**src/rtl/snake_game_ctrl.sv**
```systemverilog
// Snake game sequencer: button conditioning, direction arbitration/filtering, move-tick
// generation and the req/ack move handshake towards the snake datapath.
module snake_game_ctrl #(
    parameter logic [23:0] MAX_COUNT  = 24'd10_000_000,
    parameter logic [15:0] DEB_CYCLES = 16'd50_000
) (
    input  logic       clk,
    input  logic       rst_n,
    input  logic       btn_up,
    input  logic       btn_down,
    input  logic       btn_left,
    input  logic       btn_right,
    input  logic       step_ack,
    input  logic       collision,
    output logic       step_req,
    output logic [1:0] dir,
    output logic [1:0] state,
    output logic [7:0] score
);

    typedef enum logic [1:0] {
        StIdle = 2'b00,
        StRun  = 2'b01,
        StWait = 2'b10,
        StOver = 2'b11
    } state_e;

    // Bit order {up, down, left, right} so the highest set bit is the arbitration winner.
    logic [3:0]  btn_raw;
    logic [3:0]  sync1_q, sync2_q;
    logic [3:0]  deb_q, deb_d, deb_prev_q;
    logic [15:0] deb_cnt_q [4];
    logic [15:0] deb_cnt_d [4];
    logic [3:0]  press;

    state_e      state_q, state_d;
    logic [1:0]  dir_q, dir_d;
    logic [1:0]  pend_q, pend_d;
    logic [7:0]  score_q, score_d;
    logic [23:0] presc_q, presc_d;

    logic        any_ev;
    logic [1:0]  win_dir;
    logic        accept;
    logic        tick;

    assign btn_raw = {btn_up, btn_down, btn_left, btn_right};
    assign press   = deb_q & ~deb_prev_q;

    always_comb begin
        deb_d = deb_q;
        for (int i = 0; i < 4; i++) begin
            deb_cnt_d[i] = '0;
            if (sync2_q[i] != deb_q[i]) begin
                if (deb_cnt_q[i] == DEB_CYCLES - 16'd1) begin
                    deb_d[i] = sync2_q[i];
                end else begin
                    deb_cnt_d[i] = deb_cnt_q[i] + 16'd1;
                end
            end
        end
    end

    always_comb begin
        any_ev = |press;
        if (press[3]) begin
            win_dir = 2'b00;
        end else if (press[2]) begin
            win_dir = 2'b01;
        end else if (press[1]) begin
            win_dir = 2'b10;
        end else begin
            win_dir = 2'b11;
        end
        // Opposite direction differs only in the LSB (up/down, left/right).
        accept = any_ev && (win_dir != (dir_q ^ 2'b01));
        tick   = (presc_q == MAX_COUNT - 24'd1);
    end

    always_comb begin
        state_d = state_q;
        dir_d   = dir_q;
        pend_d  = pend_q;
        score_d = score_q;
        presc_d = presc_q;
        unique case (state_q)
            StIdle: begin
                dir_d   = 2'b11;
                pend_d  = 2'b11;
                score_d = '0;
                presc_d = '0;
                if (any_ev) begin
                    state_d = StRun;
                    // Filtered against the idle direction (right), not the possibly stale dir_q.
                    if (win_dir != 2'b10) begin
                        pend_d = win_dir;
                    end
                end
            end
            StRun: begin
                presc_d = tick ? '0 : presc_q + 24'd1;
                if (accept) begin
                    pend_d = win_dir;
                end
                if (tick) begin
                    state_d = StWait;
                    dir_d   = pend_d;
                end
            end
            StWait: begin
                presc_d = tick ? '0 : presc_q + 24'd1;
                if (accept) begin
                    pend_d = win_dir;
                end
                if (step_ack) begin
                    if (collision) begin
                        state_d = StOver;
                    end else begin
                        state_d = StRun;
                        score_d = (score_q == 8'hFF) ? score_q : score_q + 8'd1;
                    end
                end
            end
            StOver: begin
                presc_d = '0;
                if (any_ev) begin
                    state_d = StIdle;
                end
            end
            default: state_d = StIdle;
        endcase
    end

    always_ff @(posedge clk or negedge rst_n) begin
        if (!rst_n) begin
            sync1_q    <= '0;
            sync2_q    <= '0;
            deb_q      <= '0;
            deb_prev_q <= '0;
            for (int i = 0; i < 4; i++) begin
                deb_cnt_q[i] <= '0;
            end
            state_q    <= StIdle;
            dir_q      <= 2'b11;
            pend_q     <= 2'b11;
            score_q    <= '0;
            presc_q    <= '0;
        end else begin
            sync1_q    <= btn_raw;
            sync2_q    <= sync1_q;
            deb_q      <= deb_d;
            deb_prev_q <= deb_q;
            deb_cnt_q  <= deb_cnt_d;
            state_q    <= state_d;
            dir_q      <= dir_d;
            pend_q     <= pend_d;
            score_q    <= score_d;
            presc_q    <= presc_d;
        end
    end

    assign step_req = (state_q == StWait);
    assign dir      = dir_q;
    assign state    = state_q;
    assign score    = score_q;

endmodule

```
**config.mk**
```make
export PLATFORM = sky130hd
export DESIGN_NAME = snake_game_ctrl
export DESIGN_NICKNAME = d
export VERILOG_FILES = /design/src/rtl/snake_game_ctrl.sv
export SDC_FILE = /design/constraint.sdc
export NUM_CORES = 1
export LEC_CHECK = 0
export ABC_AREA = 1
export CAP_MARGIN = 0
export CORE_MARGIN = 1
export CORE_UTILIZATION = 60
export DETAILED_ROUTE_END_ITERATION = 10
export PLACE_DENSITY_LB_ADDON = 0.15
export SYNTH_ARGS = -nofsm -noshare
export SYNTH_HDL_FRONTEND = slang
export SYNTH_SLANG_ARGS = --single-unit
```
**constraint.sdc**
```tcl
create_clock -name clk -period 3.3 [get_ports clk]
set_input_delay 0.495 -clock clk [delete_from_list [all_inputs] [get_ports clk]]
set_output_delay 0.495 -clock clk [all_outputs]
set_load 0.01 [all_outputs]
```
* Word-level counts from Yosys, hierarchy flattened
Cells that the tools add are included.
** Word-level totals
- Bits in registers :: 118
- Bits of input ports :: 8
- Logic and storage cells :: 90
** Operators by class
- Add/subtract/negate cells :: 6
- Equal/unequal tests :: 21
- Mux-type cells :: 29
- Bitwise logic cells :: 3
- Reductions and logical operators :: 15
** Operators by type and width (count)
- $mux W16 :: 8
- $add A16 B1 Y16 const B :: 4
- $eq A16 B16 Y1 const B :: 4
- $pmux W24 S2 :: 1
- $add A24 B1 Y24 const B :: 1
- $eq A24 B24 Y1 const B :: 1
- $mux W24 :: 1
- $mux W8 :: 3
- $mux W2 :: 11
- $pmux W8 S2 :: 1
- $ne A2 B2 Y1 const B :: 7
- $reduce_and A2 Y1 :: 5
- $add A8 B1 Y8 const B :: 1
- $eq A8 B8 Y1 const B :: 1
- $pmux W2 S2 :: 2
- $pmux W2 S4 :: 1
- $reduce_and A4 Y1 :: 2
- $reduce_bool A2 Y1 :: 3
- $and A4 B4 Y4 :: 1
- $eq A2 B2 Y1 const B :: 2
- $ne A1 B1 Y1 :: 4
- $not A4 Y4 :: 1
- $reduce_or A2 Y1 :: 2
- $reduce_or A4 Y1 :: 1
- 6 further kinds :: 6

* Longest topological paths before layout
Gate-level depths: netlist of the first run.
- Depth in word-level cells :: 10
- Depth in mapped cells :: 11
- Gate-level depth less buffers :: 11

* Worst setup path before layout of the first run
Ideal clock, no wire load.
- Path kind :: reg-to-reg
- Start point :: register state_q[0] (netlist: state[0])
- End point :: register score_q[7] (netlist: score[7])
- Library setup time :: 136 ps
- Data arrival time :: 1555 ps
- Setup slack :: 1609 ps
- Stages on the path, launching flop included :: 10
- Path buffers :: 2
- Clock period less this slack :: 1691 ps
- Path through :: dfrtp_1 > inv_1 > ha_1 > buf_4 > inv_1 > nand2_1 > o2111ai_2 > buf_4 > nand2_1 > o21ai_0
** On the way
- Cells in the longest elaborated chain, start to end :: 3
- Elaborated cells between the ends (all ways) :: 8
** Ends and longest elaborated chain
- start, declared :: line 36 : state_e state_q, state_d;
- start signal, assigned :: line 143 : state_q <= StIdle;
- start signal, assigned :: line 154 : state_q <= state_d;
- $eq A2 B2 Y1 *
- net step_req :: line 15 : output logic step_req,
- $ne A2 B2 Y1 (no line) / $reduce_bool A2 Y1 (equally long branches)
- $reduce_and A4 Y1 (no line)
- end signal, assigned :: line 157 : score_q <= score_d;
- end, declared :: line 39 : logic [7:0] score_q, score_d;
The timed path passes the listed nets; every way through them passes the cells marked *.
A chain may end at the register's enable or synchronous reset.

* Worst setup path in the final report of the first run
- Start point :: register state_q[0] (netlist: state[0])
- End point :: output step_req
** On the way
- Cells in the longest elaborated chain, start to end :: 1
** Ends and longest elaborated chain
- $eq A2 B2 Y1 :: line 162 : assign step_req = (state_q == StWait);
- end, declared :: line 15
Every way passes these cells.

==> results.md, run 1 <==
- Status: completed
- EDFF count, synth: 0
- Maximum vdd drop: 0.000394 V
- RSZ-0062 raised after global routing: false
- Critical path endpoint category: output port
- Vias: 5,266
- Area leader, netlist: dfrtp_1
- Final cell count without fillers: 964
- Placed Area: 0.00670 sq mm
- Worst slack at placement: 1.29 ns
- Routability congestion estimate: 0.909
- Drc violations: 0
- CTS max path bufs: 2
- Clock Latency Late Sink: 0.53 ns
- R2R setup slack: 1.28 ns
- RR Startpoint: state[0]$_DFFE_PN0P_
- CP Max Fanout: 11
- Hold Crit Depth: 0
- Worst-case reg-to-reg path depth: 5
- Hold-fix buffers, CTS: 1
- Clock skew: 0.00706 ns
- Clock transition at path regs: 0.06 ns
- Post-DP HPWL: 8970 um
- Layout area overhead: 15.4%
- I/O pin cnt: 21
- Final Max Tran Viols: 0
- Final setup viols: 0
- Worst hold path class: reg -> reg
- Post-CTS Resized: 0
- Final wirelength: 13,100 um
- Gate Count Post-Synth: 780
- Vias in the first global route: 5,216
- Post-synthesis register bit count: 118
- Area share of the largest cell type after synthesis: 44.9%
- Slew @ Worst Pin: 0.591 ns
- Hold Vio Cnt, Final: 0
- Setup TNS: 0 ns
- Pin count of the biggest net entering global routing: 80
- Peak Freq: 387 MHz
- CTS sink count: 118
- Share of flip-flops with an asynchronous set or reset: 100%
- Synthesized area per cell: 8.14 sq um
- Vias/cell: 5.46
- Overflow after GRT: 0
- Worst Path Arrival: 2.09 ns
- Post-synth top flop: dfrtp_1
- WP data required: 2.80 ns
- Fin area: 0.00733 sq mm
- Chip height: 105 um
- Commonest non-fill, non-tap cells in the layout: nand2_1, dfrtp_1, nor2_1
- HP Start: sync1_q[1]$_DFF_PN0_
- Antenna Cells: 0
- CTS Buf Count: 17
- TritonCTS clock tree: built
- Initial DRT Pass Iterations: 5
- Number of antenna violations at the first check in global routing: 0
- Max_cap viols: 0
- Die Area: 0.0110 sq mm
- # rows: 37
- Global-route usage over all layers: 26.6%
- CP startpoint: state[0]$_DFFE_PN0P_
- Die X: 105 um
- First-pass GRT wire length: 23,100 um
- Min Tclk post-route: 2.59 ns
- Period utilization: 78.4%
- Max-slew headroom: 60.6%
- Initial drt markers: 339
- Crit start category: register
- WL/cell: 13.6 um
- Final Net Count: 833
- Final Util: 71.3%
- Hold Path End: sync2_q[1]$_DFF_PN0_
- Post-CTS setup buffer count: 0
- # placed instances: 931
- Syn. warnings: 0
- LEAKAGE: 3.17 nW
- Starting Density: 61.8%
- Final setup margin: 0.714 ns
- Post-route ant nets: 0
- Crit Path Category: reg -> out
- Most common cell after layout, fill and taps aside: nand2_1
- Mapped Nets: 798
- FF-to-FF End: score[7]$_DFFE_PN0P_
- Cell area after synthesis: 0.00635 sq mm
- Seq/Total Area, Yosys: 46.6%
- Post-synth cell types: 41
- Root buf cell: clkbuf_8
- Pwr/cell area: 474 mW/mm^2
- Share of cells above drive strength 1: 11.0%
- Filler Cells Inserted: 804
- # port buffers: 20
- Core Region: 0.0103 sq mm
- Area contributors post-synth: dfrtp_1, nand2_1, nor2_1, inv_1, xor2_1
- Htree depth: 4
## critical path, stage by stage, from the launching register on
cell             delay [ns]
dfrtp_1                0.44
inv_1                  0.11
ha_1                   0.39
clkdlybuf4s50_1        0.62
## worst max-delay path by stage
stage	endpoint	slack, ns	cells past startpoint
4_1_cts	step_req	0.70	3
5_1_grt	step_req	0.60	3
2_1_floorplan	score[7]$_DFFE_PN0P_	1.61	9
6_report	step_req	0.71	3
3_3_place_gp	step_req	1.33	3
3_5_place_dp	step_req	1.29	3
## Yosys cell counts, types with 2 or more instances
cell / count
xor2_1: 32
a31oi_1: 3
a21oi_1: 27
nand2_1: 152
nor2_1: 110
nor3_1: 39
buf_4: 2
o21ai_0: 16
inv_1: 91
or2_2: 2
nand3_1: 52
nor3_2: 8
nand3b_1: 6
o31ai_1: 2
o21a_1: 2
mux2_2: 3
dfrtp_1: 114
nand2_2: 10
xnor2_1: 7
dfstp_2: 4
nand3_2: 5
nor4_1: 10
nor3_4: 2
nor2_2: 5
or2_0: 3
nand4_1: 28
nor3b_1: 7
nor3b_2: 2
buf_2: 2
inv_2: 9
ha_1: 10
nor2_4: 6
## power breakdown
group / internal [mW] / switching [mW]
registers: 1.47 / 0.0117
clock network: 1.26 / 0.655
logic: 0.0255 / 0.0569
## cell type report
class	instances	area [sq um]	area share, %
Multi-Input combinational cell	555	2970	40.6
Sequential cell	118	2960	40.3
Clock buffer	20	445	6.08
Inverter	101	379	5.17
Timing Repair Buffer	22	228	3.11
Clock inverter	12	176	2.41
Tap cell	136	170	2.32
## kinds of logic (layout without fill, tap and decap cells)
kind of cell,after synthesis,count (layout),synth area share (%)
adder cells (fa/ha/maj),10,10,1.97
XOR/XNOR,39,39,5.38
multiplexers,3,3,0.532
AO/OA/AOI/OAI,55,55,4.85
flip-flops,118,118,46.6
buffers and inverters,107,155,6.60
AND/OR/NAND/NOR,448,448,34.1
## flip-flops by register name, summed over array words and instances, names as in the netlist
| register | count |
|---|---|
| presc_q | 24 |
| deb_cnt_q | 64 |
| sync2_q | 4 |
| sync1_q | 4 |
| score | 8 |
| state | 2 |
| dir | 2 |
| deb_q | 4 |
| pend_q | 2 |
| deb_prev_q | 4 |
## layer usage
metal | global-route usage (%) | vias up | wire length [um]
li1 | - | 2619 | -
met1 | 32.0 | 2495 | 5600
met2 | 46.0 | 126 | 6760
met3 | 5.80 | 26 | 477
met4 | 11.3 | 0 | 293
met5 | 0 | - | 0
## through the flow
| stage | hold slack [ns] | total power [mW] |
|---|---|---|
| final | 0.351 | 3.48 |
| after global routing | 0.358 | 3.59 |
| after CTS | 0.350 | 3.52 |
| after detailed placement | 0.337 | 1.59 |
| after global placement | 0.333 | 1.58 |
| after floorplan | 0.199 | 1.53 |
Power figures use the tool's default switching activity.
==> run 2: changes to the inputs <==
CORE_UTILIZATION = 56   (was 60)
clock period = 2.1 ns   (was 3.3 ns; I/O delays follow)
==> run 2 against run 1 <==
  * Die area rose by 7.0%
  * Utilization fell by 3.9 points
  * Non-clock buffer count rose by 2
  * Clock skew rose by 0.0039 ns
  * Register-to-register slack got worse by 0.91 ns
  * Power rose by 58%
  * Critical path depth fell by 2
  * Critical endpoint is now dir[1]
  * Setup slack got worse by 0.45 ns
  * Largest power group unchanged
==> results.md, run 2 (synthesis results as in run 1) <==
- Worst Path Arrival: 1.53 ns (-0.56 ns)
- Core Region: 0.0109 sq mm (+6.4%)
- Worst path cell trace: clkdlybuf4s50_1
- Final Net Count: 835 (+0.24%)
- Global-route usage over all layers: 25.3% (-1.2 points)
- I/O pin cnt: 21 (unchanged)
- Final setup viols: 0 (unchanged)
- Antenna Cells: 0 (unchanged)
- Period utilization: 87.7%
- Clock transition at path regs: 0.05 ns (about the same)
- Max_cap viols: 0 (unchanged)
- Placed Area: 0.00673 sq mm (+0.49%)
- Largest Register: deb_cnt_q
- CP Max Fanout: 3 (-8)
- Chip height: 108 um (+3.4%)
- Overflow after GRT: 0 (unchanged)
- Worst path top cell family by delay: flip-flops
- WP data required: 1.78 ns (-1.02 ns)
- Routability congestion estimate: 0.906 (-0.32%)
- Peak Freq: 543 MHz
- Layout area overhead: 16.1%
- Final Max Tran Viols: 0 (unchanged)
- Fin area: 0.00737 sq mm (+0.56%)
- # port buffers: 20 (unchanged)
- Starting Density: 58.1% (-3.7 points)
- Final hold slack: 0.332 ns (-0.0186 ns)
- Post-route ant nets: 0 (unchanged)
- Largest stage delay on the critical path: 0.56 ns (-0.06 ns)
- Initial DRT Pass Iterations: 5 (unchanged)
- Vias in the first global route: 5,206 (-0.19%)
- Worst hold path class: in -> reg
- Maximum vdd drop: 0.000614 V (+56%)
- Share of cells above drive strength 1: 11.0% (-0.026 points)
- Pin count of the biggest net entering global routing: 48 (-40%)
- CP bufs+invs: 1 (-1)
- Root buf cell: clkbuf_16
- Pwr/cell area: 746 mW/mm^2 (+57%)
- CTS Buf Count: 17 (unchanged)
- Clock Latency Late Sink: 0.42 ns (-0.11 ns)
- Most common cell after layout, fill and taps aside: nand2_1
- WL/cell: 13.6 um (about the same)
- Vias/cell: 5.46 (about the same)
- Drc violations: 0 (unchanged)
- Max stage delay cell, worst path: dfstp_2
- Max-slew headroom: 62.4% (+1.8 points)
- Crit start category: register
- Final Util: 67.4% (-3.9 points)
- Final wirelength: 13,200 um (+0.56%)
- CTS sink count: 118 (unchanged)
- Largest register FFs: 64 (unchanged)
- Min Tclk post-route: 1.84 ns
- Post-DP HPWL: 9390 um (+4.8%)
- RSZ-0062 raised after global routing: false
- Die X: 108 um (+3.4%)
- Status: completed
- Clock skew: 0.0109 ns (+0.00388 ns)
- Critical path endpoint category: output port
- LEAKAGE: 3.21 nW (+1.1%)
- Vias: 5,298 (+0.61%)
- CTS max path bufs: 2 (unchanged)
- TritonCTS clock tree: built
- Slew @ Worst Pin: 0.564 ns (-0.0270 ns)
- Setup TNS: 0 ns (unchanged)
- Die Area: 0.0118 sq mm (+7.0%)
- Commonest non-fill, non-tap cells in the layout: nand2_1, dfrtp_1, nor2_1
- First-pass GRT wire length: 23,100 um (-0.30%)
- Htree depth: 4 (unchanged)
- Crit Path Category: reg -> out
- Initial drt markers: 295 (-13%)
- # rows: 38 (+2.7%)
- Number of antenna violations at the first check in global routing: 0 (unchanged)
- Hold Vio Cnt, Final: 0 (unchanged)
==> run 2: power breakdown <==
group | internal (mW) | switching (mW) | leakage (nW) | total, mW
Sequential | 2.30 | 0.0179 | 1.61 | 2.32
Clock | 2.07 | 0.978 | 0.303 | 3.05
Combinational | 0.0436 | 0.0888 | 1.30 | 0.132
Total | 4.42 | 1.08 | 3.21 | 5.50
==> run 2: area by class of cell <==
class | instances | area (sq um)
Fill cell | 887 | 3560
Multi-Input combinational cell | 555 | 2970
Sequential cell | 118 | 2960
Clock buffer | 23 | 478
Inverter | 101 | 379
Timing Repair Buffer | 24 | 258
Tap cell | 140 | 175
Clock inverter | 9 | 150
==> run 2: what timing repair did <==
action	CTS	global route
setup buffers	0	0
setup endpoints to repair	0	1
hold buffers	1	0
resized for setup	0	1
endpoints found under the hold margin	32	0
==> run 2: through the flow <==
stage,setup WS (ns),total power [mW],cells
2_1_floorplan,0.409,2.41,780
3_3_place_gp,0.449,2.49,937
3_5_place_dp,0.376,2.49,937
4_1_cts,0.0190,5.56,970
5_1_grt,0.176,5.70,970
6_report,0.259,5.50,970
==> run 2: per-layer routing <==
| layer | wire, um | vias up | part of all wire [%] | track usage, % |
|---|---|---|---|---|
| met1 | 5790 | 2548 | 44 | 29.9 |
| met2 | 6690 | 106 | 51 | 42.8 |
| met5 | 0 | - | 0 | 0 |
| li1 | - | 2623 | - | - |
| met4 | 238 | 0 | 1.8 | 11.5 |
| met3 | 479 | 21 | 3.6 | 7.23 |
==> run 2: final timing paths <==
check                      depth (start not counted)  slack (ns)                      end                 start
setup / recovery                                   1        0.26                   dir[1]    dir[1]$_DFFE_PN1P_
hold / removal                                     1        0.33     sync1_q[2]$_DFF_PN0_              btn_down
setup reg to reg                                   7        0.37     score[7]$_DFFE_PN0P_  state[0]$_DFFE_PN0P_
hold reg to reg                                    0        0.34     sync2_q[2]$_DFF_PN0_  sync1_q[2]$_DFF_PN0_
max in group asynchronous                          3        1.05    pend_q[0]$_DFFE_PN1P_                 rst_n
min in group asynchronous                          2        0.39  deb_cnt_q[36]$_DFF_PN0_                 rst_n
